[src/rtl/fft_arb_pkg.sv]
// Shared constants and types for the two-requester FFT frame arbiter.
// Frame size, data width, tag depth, FSM encoding and owner tag.
package fft_arb_pkg;

   localparam int N_POINTS  = 16;
   localparam int DATA_W    = 16;
   localparam int TAG_DEPTH = 2;
   localparam int CNT_W     = $clog2(N_POINTS);

   typedef enum logic [1:0] {
      IDLE = 2'd0,
      GNT0 = 2'd1,
      GNT1 = 2'd2
   } arb_state_t;

   typedef logic tag_t;

endpackage

[src/rtl/fft_tag_fifo.sv]
// Small FIFO of frame-owner tags, one entry per admitted frame.
// Head is the owner of the oldest frame still returning from the core.
module fft_tag_fifo
   import fft_arb_pkg::*;
#(
   parameter int DEPTH = TAG_DEPTH
) (
   input  logic clk,
   input  logic reset,
   input  logic push,
   input  tag_t din,
   input  logic pop,
   output logic full,
   output logic empty,
   output tag_t head
);

   localparam int PTR_W = (DEPTH > 1) ? $clog2(DEPTH) : 1;
   localparam int OCC_W = $clog2(DEPTH + 1);

   logic [DEPTH-1:0] mem;
   logic [PTR_W-1:0] wr_ptr;
   logic [PTR_W-1:0] rd_ptr;
   logic [OCC_W-1:0] occ;
   logic             do_push;
   logic             do_pop;

   function automatic logic [PTR_W-1:0] ptr_inc(input logic [PTR_W-1:0] p);
      return (p == PTR_W'(DEPTH - 1)) ? '0 : p + 1'b1;
   endfunction

   assign full    = (occ == OCC_W'(DEPTH));
   assign empty   = (occ == '0);
   assign head    = mem[rd_ptr];
   assign do_push = push && !full;
   assign do_pop  = pop && !empty;

   // Storage, pointers and occupancy; push and pop may coincide
   always_ff @(posedge clk or posedge reset) begin
      if (reset) begin
         mem    <= '0;
         wr_ptr <= '0;
         rd_ptr <= '0;
         occ    <= '0;
      end else begin
         if (do_push) begin
            mem[wr_ptr] <= din;
            wr_ptr      <= ptr_inc(wr_ptr);
         end
         if (do_pop) begin
            rd_ptr <= ptr_inc(rd_ptr);
         end
         occ <= occ + OCC_W'(do_push) - OCC_W'(do_pop);
      end
   end

endmodule

[src/rtl/fft_frame_arbiter.sv]
// Frame-granular sharing of one FFT core between two requesters.
// Input side is a combinational grant mux; results are routed by tag.
module fft_frame_arbiter
   import fft_arb_pkg::*;
(
   input  logic              clk,
   input  logic              reset,
   input  logic              req0_push,
   input  logic [DATA_W-1:0] req0_real,
   input  logic [DATA_W-1:0] req0_imag,
   output logic              req0_stall,
   input  logic              req1_push,
   input  logic [DATA_W-1:0] req1_real,
   input  logic [DATA_W-1:0] req1_imag,
   output logic              req1_stall,
   output logic              fft_in_push,
   output logic [DATA_W-1:0] fft_in_real,
   output logic [DATA_W-1:0] fft_in_imag,
   input  logic              fft_in_stall,
   input  logic              fft_out_push,
   input  logic [DATA_W-1:0] fft_out_real,
   input  logic [DATA_W-1:0] fft_out_imag,
   output logic              fft_out_stall,
   output logic              rsp0_push,
   output logic [DATA_W-1:0] rsp0_real,
   output logic [DATA_W-1:0] rsp0_imag,
   input  logic              rsp0_stall,
   output logic              rsp1_push,
   output logic [DATA_W-1:0] rsp1_real,
   output logic [DATA_W-1:0] rsp1_imag,
   input  logic              rsp1_stall,
   output logic              err_orphan
);

   arb_state_t       state;
   arb_state_t       state_nxt;
   tag_t             last;
   tag_t             cur_tag;
   logic [CNT_W-1:0] in_cnt;
   logic [CNT_W-1:0] out_cnt;
   logic             in_xfer;
   logic             in_done;
   logic             out_xfer;
   logic             tag_pop;
   logic             tag_full;
   logic             tag_empty;
   tag_t             tag_head;

   assign cur_tag = (state == GNT1);
   assign in_done = in_xfer && (in_cnt == CNT_W'(N_POINTS - 1));

   fft_tag_fifo #(
      .DEPTH (TAG_DEPTH)
   ) u_tags (
      .clk   (clk),
      .reset (reset),
      .push  (in_done),
      .din   (cur_tag),
      .pop   (tag_pop),
      .full  (tag_full),
      .empty (tag_empty),
      .head  (tag_head)
   );

   // Grant decision and combinational input mux for the owning requester
   always_comb begin
      state_nxt   = state;
      req0_stall  = 1'b1;
      req1_stall  = 1'b1;
      fft_in_push = 1'b0;
      fft_in_real = '0;
      fft_in_imag = '0;
      in_xfer     = 1'b0;
      unique case (state)
         IDLE: begin
            if (!tag_full && (req0_push || req1_push)) begin
               if (req0_push && req1_push) begin
                  state_nxt = last ? GNT0 : GNT1;
               end else begin
                  state_nxt = req0_push ? GNT0 : GNT1;
               end
            end
         end
         GNT0: begin
            fft_in_push = req0_push;
            fft_in_real = req0_real;
            fft_in_imag = req0_imag;
            req0_stall  = fft_in_stall;
            in_xfer     = req0_push && !fft_in_stall;
         end
         GNT1: begin
            fft_in_push = req1_push;
            fft_in_real = req1_real;
            fft_in_imag = req1_imag;
            req1_stall  = fft_in_stall;
            in_xfer     = req1_push && !fft_in_stall;
         end
         default: state_nxt = IDLE;
      endcase
      if (in_done) begin
         state_nxt = IDLE;
      end
   end

   // Grant state, round-robin memory and input sample count
   always_ff @(posedge clk or posedge reset) begin
      if (reset) begin
         state  <= IDLE;
         last   <= 1'b1;
         in_cnt <= '0;
      end else begin
         state <= state_nxt;
         if (in_done) begin
            last   <= cur_tag;
            in_cnt <= '0;
         end else if (in_xfer) begin
            in_cnt <= in_cnt + 1'b1;
         end
      end
   end

   // Core output back-pressure follows the owner of the head frame
   always_comb begin
      fft_out_stall = 1'b1;
      if (!tag_empty) begin
         fft_out_stall = tag_head ? rsp1_stall : rsp0_stall;
      end
      out_xfer = fft_out_push && !fft_out_stall;
      tag_pop  = out_xfer && (out_cnt == CNT_W'(N_POINTS - 1));
   end

   // Registered result routing, output count and sticky orphan flag
   always_ff @(posedge clk or posedge reset) begin
      if (reset) begin
         rsp0_push  <= 1'b0;
         rsp0_real  <= '0;
         rsp0_imag  <= '0;
         rsp1_push  <= 1'b0;
         rsp1_real  <= '0;
         rsp1_imag  <= '0;
         out_cnt    <= '0;
         err_orphan <= 1'b0;
      end else begin
         rsp0_push <= out_xfer && !tag_head;
         rsp1_push <= out_xfer && tag_head;
         if (out_xfer && !tag_head) begin
            rsp0_real <= fft_out_real;
            rsp0_imag <= fft_out_imag;
         end
         if (out_xfer && tag_head) begin
            rsp1_real <= fft_out_real;
            rsp1_imag <= fft_out_imag;
         end
         if (tag_pop) begin
            out_cnt <= '0;
         end else if (out_xfer) begin
            out_cnt <= out_cnt + 1'b1;
         end
         if (fft_out_push && tag_empty) begin
            err_orphan <= 1'b1;
         end
      end
   end

endmodule

[config.mk]
export PLATFORM = sky130hd
export DESIGN_NAME = fft_frame_arbiter
export DESIGN_NICKNAME = d
export VERILOG_FILES = /design/src/rtl/fft_arb_pkg.sv /design/src/rtl/fft_tag_fifo.sv /design/src/rtl/fft_frame_arbiter.sv
export SDC_FILE = /design/constraint.sdc
export NUM_CORES = 1
export LEC_CHECK = 0
export CAP_MARGIN = 20
export CORE_ASPECT_RATIO = 0.6
export CORE_MARGIN = 3
export CORE_UTILIZATION = 35
export CTS_BUF_LIST = sky130_fd_sc_hd__clkbuf_16
export DETAILED_ROUTE_END_ITERATION = 8
export PLACE_DENSITY = 0.75
export SYNTH_ARGS = -nofsm -noshare
export SYNTH_HDL_FRONTEND = slang
export SYNTH_SLANG_ARGS = --single-unit
[constraint.sdc]
create_clock -name clk -period 7.46 [get_ports clk]
set_input_delay 1.492 -clock clk [delete_from_list [all_inputs] [get_ports clk]]
set_output_delay 1.492 -clock clk [all_outputs]
set_load 0.02 [all_outputs]
==> results_dict.tcl, run 1 <==
set metrics [dict create \
    grt_max_degree 85 \
    drv_cap 0 \
    ys.flop_type "dfrtp_1" \
    max_freq_ghz 0.230 \
    cp-start-kind "input pin" \
    final_layout_size_suffix_gt1_frac 0.193 \
    gp_congestion 0.719 \
    power_frac_comb 0.476 \
    wirelength_mm 11.4 \
    power.internal_mw 1.34 \
    powerDensity_nw_per_um2 323 \
    rsz0062_at_grt "false" \
    portBuffers 206 \
    synthCells 304 \
    num_rows 29 \
    p_sw_frac 0.359 \
    final-setup-viol-count 0 \
    syn_area_per_cell_um2 13.0 \
    coreArea_um2 10800 \
    async_reset_ff_frac 1.00 \
    io_pins 207 \
    grt.overflow.total 0 \
    drt_iter0_drc 110 \
    max_slew_margin 0.374 \
    cts-buffers-inserted 9 \
    n_antenna_cell 0 \
    drt-pass1-iter-count 4 \
    p_seq_frac 0.323 \
    synthDistinctLibCells 35 \
    fin_crit_sh 0.583 \
    grt_pass1_vias 3352 \
    track_usage 0.179 \
    power.switching_mw 0.747 \
    root_buffer "clkbuf_16" \
    synth_seq_cells 84 \
    wl_per_cell_um 17.5 \
    mostFrequentLayoutCells "206 x clkdlybuf4s50_1, 83 x dfrtp_1, 71 x mux2_2" \
    cts_resized 0 \
    status "finished clean" \
    clock_latency_ns 0.34 \
    grt_pass1_wl_mm 17.7 \
    hp-class "reg2reg" \
    postLayoutCellArea_um2 6440 \
    cp.required_ns 5.97 \
    final_common_cell "clkdlybuf4s50_1" \
    peakVddDrop_v 0.000156 \
    hold_start "u_tags.wr_ptr" \
    timing.final.hold_violations 0 \
    min_period_ns 4.35 \
    ant_nets 0 \
    hold_buffers 0 \
    numClockSinks 84 \
    dieArea_um2 12600 \
    fin_skew_ns 0.0147 \
    tightest_slew_ns 0.939 \
    yosysWarnings 0 \
    cts.path.max_buffers 2 \
    dpl.hpwl_mm 8.52 \
    htree_levels 3 \
    ys_seq_area_frac 0.534 \
    die_width_um 143 \
    drcViolationCount 0 \
    worst_r2r_startpoint "state[0]" \
    clockPowerShare 0.200 \
    initial_core_util 0.365 \
    fin_setup_tns_ns 0 \
    slew_violations 0 \
    synth_edf_count 0 \
    vias 3210 \
    synth_area_um2 3940 \
    leakagePower_nw 2.65 \
    critPathLaunch "req1_imag[9]" \
    post-cts-setup-buffer-count 0 \
    cts_tree "yes" \
    crit_fanout 1 \
    cp_data_arrival_time_ns 2.86 \
    syn_to_final_growth_pct 63.4 \
    viasPerCell 4.92 \
    final_nets 619 \
    clk_pin_slew_worst_paths_ns 0.06 \
    critical_path_class "in2out" \
    place_area_um2 6130 \
    die_h_um 88.2 \
    end_kind "output pin" \
    antenna_found_initial 0 \
    synth_fp_nets 415 \
    holdWs_ns 0.490 \
]
-- registers in the layout, summed over array words and instances (netlist names), 2 cells and up --
name and flops:
rsp0_imag 16, rsp0_real 16, rsp1_imag 16, rsp1_real 16
in_cnt 4, out_cnt 4, state 2, u_tags.mem 2
u_tags.occ 2
-- cells by family (layout without fill, tap and decap cells) --
group	count (synthesis)	count (layout)	share of synthesized area
compound gates	52	52	0.0937
flops	84	84	0.534
fa+ha+maj	7	7	0.0222
simple gates	54	54	0.0889
mux	74	74	0.212
xor+xnor	6	6	0.0133
buf+inv	27	236	0.0362
-- critical path, cell delays in order --
cell and delay, ns:
clkdlybuf4s50_1 0.46, a22oi_1 0.08, nor2b_1 0.16, clkdlybuf4s50_1 0.66
-- power by group through the flow --
stage	clock, mW	sequential (mW)	combinational, mW
5_1_grt	0.456	0.692	1.06
6_report	0.417	0.674	0.992
3_5_place_dp	0	0.680	1.00
3_3_place_gp	0	0.671	0.972
4_1_cts	0.434	0.674	1.00
2_1_floorplan	0	0.788	0.435
-- final timing paths --
check	to	slack [ns]	cells after the start
max in group asynchronous	last	5.33	4
hold / removal	u_tags.wr_ptr	0.49	1
setup / recovery	fft_in_imag[9]	3.11	4
min in group asynchronous	rsp1_imag[0]	1.47	3
hold reg to reg	u_tags.wr_ptr	0.49	1
setup reg to reg	u_tags.occ[1]	4.83	7
-- Yosys cell counts (3+ instances only) --
master / n / area [um2]
nor2_1: 3 / 11.3
a21oi_1: 3 / 15.0
inv_1: 8 / 30.0
a22oi_1: 33 / 248
xnor2_1: 5 / 43.8
dfrtp_1: 83 / 2080
o21ai_0: 8 / 40.0
mux2_2: 71 / 800
clkbuf_1: 12 / 45.0
nor2b_1: 34 / 213
buf_6: 4 / 45.0
buf_4: 3 / 22.5
ha_1: 7 / 87.6
-- stage by stage --
| stage | power [mW] | std cells | setup WS, ns | utilization |
|---|---|---|---|---|
| after floorplan | 1.22 | 304 | 3.80 | - |
| after global placement | 1.64 | 634 | 3.08 | 0.566 |
| after detailed placement | 1.68 | 635 | 3.11 | 0.568 |
| after CTS | 2.11 | 651 | 3.11 | 0.595 |
| after global routing | 2.21 | 652 | 3.06 | 0.597 |
| final | 2.08 | 652 | 3.11 | 0.597 |
-- area by class of cell --
cell class	count	area (um2)
Inverter	8	31.3
Clock inverter	7	57.6
Timing Repair Buffer	212	2150
Fill cell	883	4340
Sequential cell	84	2100
Multi-Input combinational cell	193	1700
Tap cell	139	174
Clock buffer	9	225
-- per-layer routing --
metal	share of wire	wire [um]	global-route usage	vias up
met4	0.010	119	0.0457	0
met5	0	0	0	-
met2	0.47	5350	0.265	95
li1	-	-	-	1511
met1	0.44	4990	0.238	1592
met3	0.083	943	0.0840	12
No activity file was read; power rests on OpenSTA's default activity.
==> run 2, diff against run 1 <==
- clock period: 7.46 -> 4.08 ns (I/O delays scaled with it)
==> run 2 against run 1 <==
  * Power is 91% higher
  * Sequential power grew 82%
  * Critical path depth is 2 higher
  * Die area unchanged
  * Cell count up 0.31%
  * Non-clock buffer count increased by 2
  * Sequential share of layout area is 0.26 points lower
  * Combinational power up 83%
  * Clock skew decreased by 0.0073 ns
  * Via count rose by 0.16%
  * Largest power group unchanged
  * Highest routed layer unchanged
==> results_dict.tcl, run 2 (synthesis gave the netlist of run 1 again) <==
set metrics [dict create \
    drt-pass1-iter-count 4 \
    timing.final.hold_violations 0 \
    grt_pass1_vias 3398 \
    io_pins 207 \
    drv_cap 0 \
    min_period_ns 3.49 \
    final_nets 621 \
    wirelength_mm 11.4 \
    viasPerCell 4.92 \
    post-route-util 0.602 \
    clock_latency_ns 0.34 \
    fin_setup_tns_ns 0 \
    cp-start-kind "flip-flop" \
    status "finished clean" \
    end_kind "output pin" \
    leakagePower_nw 2.68 \
    dieArea_um2 12600 \
    drcViolationCount 0 \
    p_sw_frac 0.341 \
    syn_to_final_growth_pct 64.7 \
    hold_buffers 0 \
    holdWs_ns 0.470 \
    cts-buffers-inserted 9 \
    antenna_found_initial 0 \
    stdcell_count 654 \
    peakVddDrop_v 0.000258 \
    place_inst 637 \
    powerDensity_nw_per_um2 612 \
    grt_max_degree 56 \
    postLayoutCellArea_um2 6490 \
    initial_core_util 0.365 \
    grt_pass1_wl_mm 17.9 \
    fin_crit_sh 0.855 \
    max_freq_ghz 0.287 \
    power.internal_mw 2.62 \
    post-cts-setup-buffer-count 0 \
    total_power_mw 3.97 \
    post-place-ws_ns 0.948 \
    grt.overflow.total 0 \
    final-setup-viol-count 0 \
    vias 3215 \
    clockPowerShare 0.233 \
    portBuffers 206 \
    place_area_um2 6120 \
    num_rows 29 \
    critical_path_class "reg2out" \
    die_width_um 143 \
    final_common_cell "clkdlybuf4s50_1" \
    coreArea_um2 10800 \
    max_slew_margin 0.368 \
    cts_resized 0 \
    root_buffer "clkbuf_16" \
    rsz0062_at_grt "false" \
    drt_iter0_drc 112 \
    p_seq_frac 0.309 \
    finalWorstSetupSlack_ns 0.591 \
    cts_tree "yes" \
    tightest_slew_ns 0.948 \
    slew_violations 0 \
    gp_congestion 0.734 \
    die_h_um 88.2 \
    final_layout_size_suffix_gt1_frac 0.196 \
    crit_fanout 22 \
    cts.path.max_buffers 2 \
    power.switching_mw 1.35 \
    mostFrequentLayoutCells "206 x clkdlybuf4s50_1, 83 x dfrtp_1, 71 x mux2_2" \
    cp.required_ns 3.26 \
    htree_levels 3 \
    wl_per_cell_um 17.4 \
    dpl.hpwl_mm 8.68 \
    clk_pin_slew_worst_paths_ns 0.06 \
    hp-class "reg2reg" \
    track_usage 0.182 \
    ant_nets 0 \
    power_frac_comb 0.458 \
    numClockSinks 84 \
    n_antenna_cell 0 \
    fin_skew_ns 0.00741 \
    cp_data_arrival_time_ns 2.67 \
]
## run 2: changes by cell type in the layout (fill, tap and decap cells not counted), sizes merged
| cell | before | now |
|---|---|---|
| buf | 6 | 8 |
| bufinv | 0 | 3 |
| inv | 12 | 9 |
## run 2: power groups by stage
| stage | sequential, mW | combinational, mW | clock, mW |
|---|---|---|---|
| 6_report | 1.23 | 1.82 | 0.924 |
| 5_1_grt | 1.27 | 1.95 | 0.994 |
| 4_1_cts | 1.23 | 1.83 | 0.951 |
| 3_5_place_dp | 1.24 | 1.83 | 0 |
| 3_3_place_gp | 1.23 | 1.79 | 0 |
| 2_1_floorplan | 1.44 | 0.796 | 0 |
## run 2: cell type report
| type | instances | area, um2 |
|---|---|---|
| fill | 866 | 4290 |
| timing repair buffer | 214 | 2140 |
| sequential | 84 | 2100 |
| multi-input combinational | 193 | 1700 |
| clock buffer | 9 | 225 |
| tap | 139 | 174 |
| clock inverter | 7 | 115 |
| inverter | 8 | 31.3 |
## run 2: routing by layer
layer | GRT usage | share of wire
met5 | 0 | 0
met3 | 0.0889 | 0.091
met1 | 0.236 | 0.43
met4 | 0.0440 | 0.0070
met2 | 0.277 | 0.48
## run 2: path summary, 6_finish.rpt
kind                                  from              end  slack (ns)  depth (start not counted)
worst max-delay path              state[1]  fft_in_real[11]        0.59                          6
worst min-delay path            err_orphan       err_orphan        0.47                          1
worst max register to register    state[0]    u_tags.occ[1]        1.27                          9
worst min register to register  err_orphan       err_orphan        0.47                          1
max in group asynchronous            reset     rsp1_imag[7]        2.70                          4
min in group asynchronous            reset     rsp0_imag[1]        0.66                          2
## run 2: worst max-delay path, stage by stage, from the launching register on
cell and delay [ns]:
dfrtp_1 0.39, inv_1 0.09, ha_1 0.69, buf_4 0.32, a22oi_1 0.09, nor2b_1 0.14
clkdlybuf4s50_1 0.62
==> run 3, diff against run 2 <==
- CTS_BUF_LIST: sky130_fd_sc_hd__clkbuf_16 -> sky130_fd_sc_hd__clkbuf_8
==> run 3 against run 2 <==
  * Die area unchanged
  * Critical path type unchanged
  * Hold slack better by 0.0051 ns
  * Cell count unchanged
  * Non-clock buffer count unchanged
  * Critical path depth unchanged
  * First-iteration DRC count up 5.4%
  * Sequential share of layout area up 0.51 points
  * Clock-buffer cell count unchanged
  * Cell area down 1.6%
  * Largest cell class unchanged
==> results_dict.tcl, run 3 (synthesis gave the netlist of run 1 again) <==
set metrics [dict create \
    rsz0062_at_grt "false" \
    initial_core_util 0.365 \
    cp-start-kind "flip-flop" \
    portBuffers 206 \
    io_pins 207 \
    cts_resized 0 \
    path_buf_inv 3 \
    hold_buffers 0 \
    max_slew_margin 0.381 \
    drt-pass1-iter-count 4 \
    viasPerCell 4.91 \
    vias 3210 \
    grt_pass1_vias 3399 \
    cp_data_arrival_time_ns 2.70 \
    mostFrequentLayoutCells "206 x clkdlybuf4s50_1, 83 x dfrtp_1, 71 x mux2_2" \
    fin_crit_sh 0.862 \
    drv_cap 0 \
    wirelength_mm 11.3 \
    cts-buffers-inserted 9 \
    clock_latency_ns 0.35 \
    die_h_um 88.2 \
    powerDensity_nw_per_um2 587 \
    max_stage_delay_ns 0.70 \
    track_usage 0.180 \
    end_kind "output pin" \
    coreArea_um2 10800 \
    root_buffer "clkbuf_8" \
    timing.final.hold_violations 0 \
    grt.overflow.total 0 \
    busiest_layer "met2" \
    wl_per_cell_um 17.4 \
    critical_path_class "reg2out" \
    fin_setup_tns_ns 0 \
    htree_levels 3 \
    syn_to_final_growth_pct 62.2 \
    cp.required_ns 3.26 \
    grt_pass1_wl_mm 17.8 \
    final_nets 621 \
    post-cts-setup-buffer-count 0 \
    grt_max_degree 56 \
    min_period_ns 3.52 \
    antenna_found_initial 0 \
    use_met1 0.233 \
    gp_congestion 0.734 \
    ant_nets 0 \
    final_layout_size_suffix_gt1_frac 0.196 \
    leakagePower_nw 2.64 \
    cpLargestDelayFamily "buffers and inverters" \
    die_width_um 143 \
    peakVddDrop_v 0.000286 \
    seq_area_um2 2100 \
    met3_usage 0.0867 \
    rrSetupSlack_ns 1.27 \
    final-setup-viol-count 0 \
    drt_iter0_drc 118 \
    slew_violations 0 \
    cts.path.max_buffers 2 \
    post-place-ws_ns 0.948 \
    fin_skew_ns 0.0106 \
    worstPathCellList "inv_1 -> ha_1 -> buf_4 -> a22oi_1 -> nor2b_1 -> clkdlybuf4s50_1" \
    status "finished clean" \
    n_antenna_cell 0 \
    num_rows 29 \
    total_power_mw 3.75 \
    drcViolationCount 0 \
    final_common_cell "clkdlybuf4s50_1" \
    clk_pin_slew_worst_paths_ns 0.08 \
    hp-class "reg2reg" \
    max_freq_ghz 0.284 \
    crit_fanout 22 \
    dieArea_um2 12600 \
    post-route-util 0.593 \
    finalWorstSetupSlack_ns 0.562 \
    numClockSinks 84 \
    tightest_slew_ns 0.928 \
    fillers 874 \
    cp_slowest_cell "ha_1" \
    multiInputGateArea_um2 1700 \
    cts_tree "yes" \
    dpl.hpwl_mm 8.68 \
    use_met2 0.277 \
]
-- run 3: per-stage QoR --
| step | area [um2] | cells | hold WS, ns |
|---|---|---|---|
| floorplan | 3940 | 304 | 0.455 |
| CTS | 6360 | 653 | 0.481 |
| global route | 6390 | 654 | 0.510 |
| detailed placement | 6120 | 637 | 0.464 |
| global placement | 6120 | 637 | 0.460 |
| finish | 6390 | 654 | 0.475 |
-- run 3: power breakdown --
part	switching, mW	internal, mW	leakage [nW]
combinational	0.866	0.949	1.45
sequential	0.156	1.07	1.07
clock	0.300	0.406	0.121
-- run 3: routing by layer --
metal / part of all wire / wire length [um]
met1: 0.43 / 4860
met2: 0.47 / 5380
met3: 0.090 / 1020
met4: 0.0077 / 87
met5: 0 / 0
-- run 3: layout make-up --
cell class	instances	share of cell area
Timing Repair Buffer	214	0.335
Multi-Input combinational cell	193	0.266
Tap cell	139	0.0272
Sequential cell	84	0.329
Inverter	8	0.00490
Clock buffer	9	0.0194
Clock inverter	7	0.0180
-- run 3: worst paths after layout --
kind,endpoint,from,cells after the start
worst max-delay path,fft_in_real[11],state[1],6
worst min-delay path,err_orphan,err_orphan,1
worst max register to register,u_tags.occ[1],state[0],9
worst min register to register,err_orphan,err_orphan,1
max in group asynchronous,rsp0_imag[9],reset,4
min in group asynchronous,rsp0_imag[1],reset,2
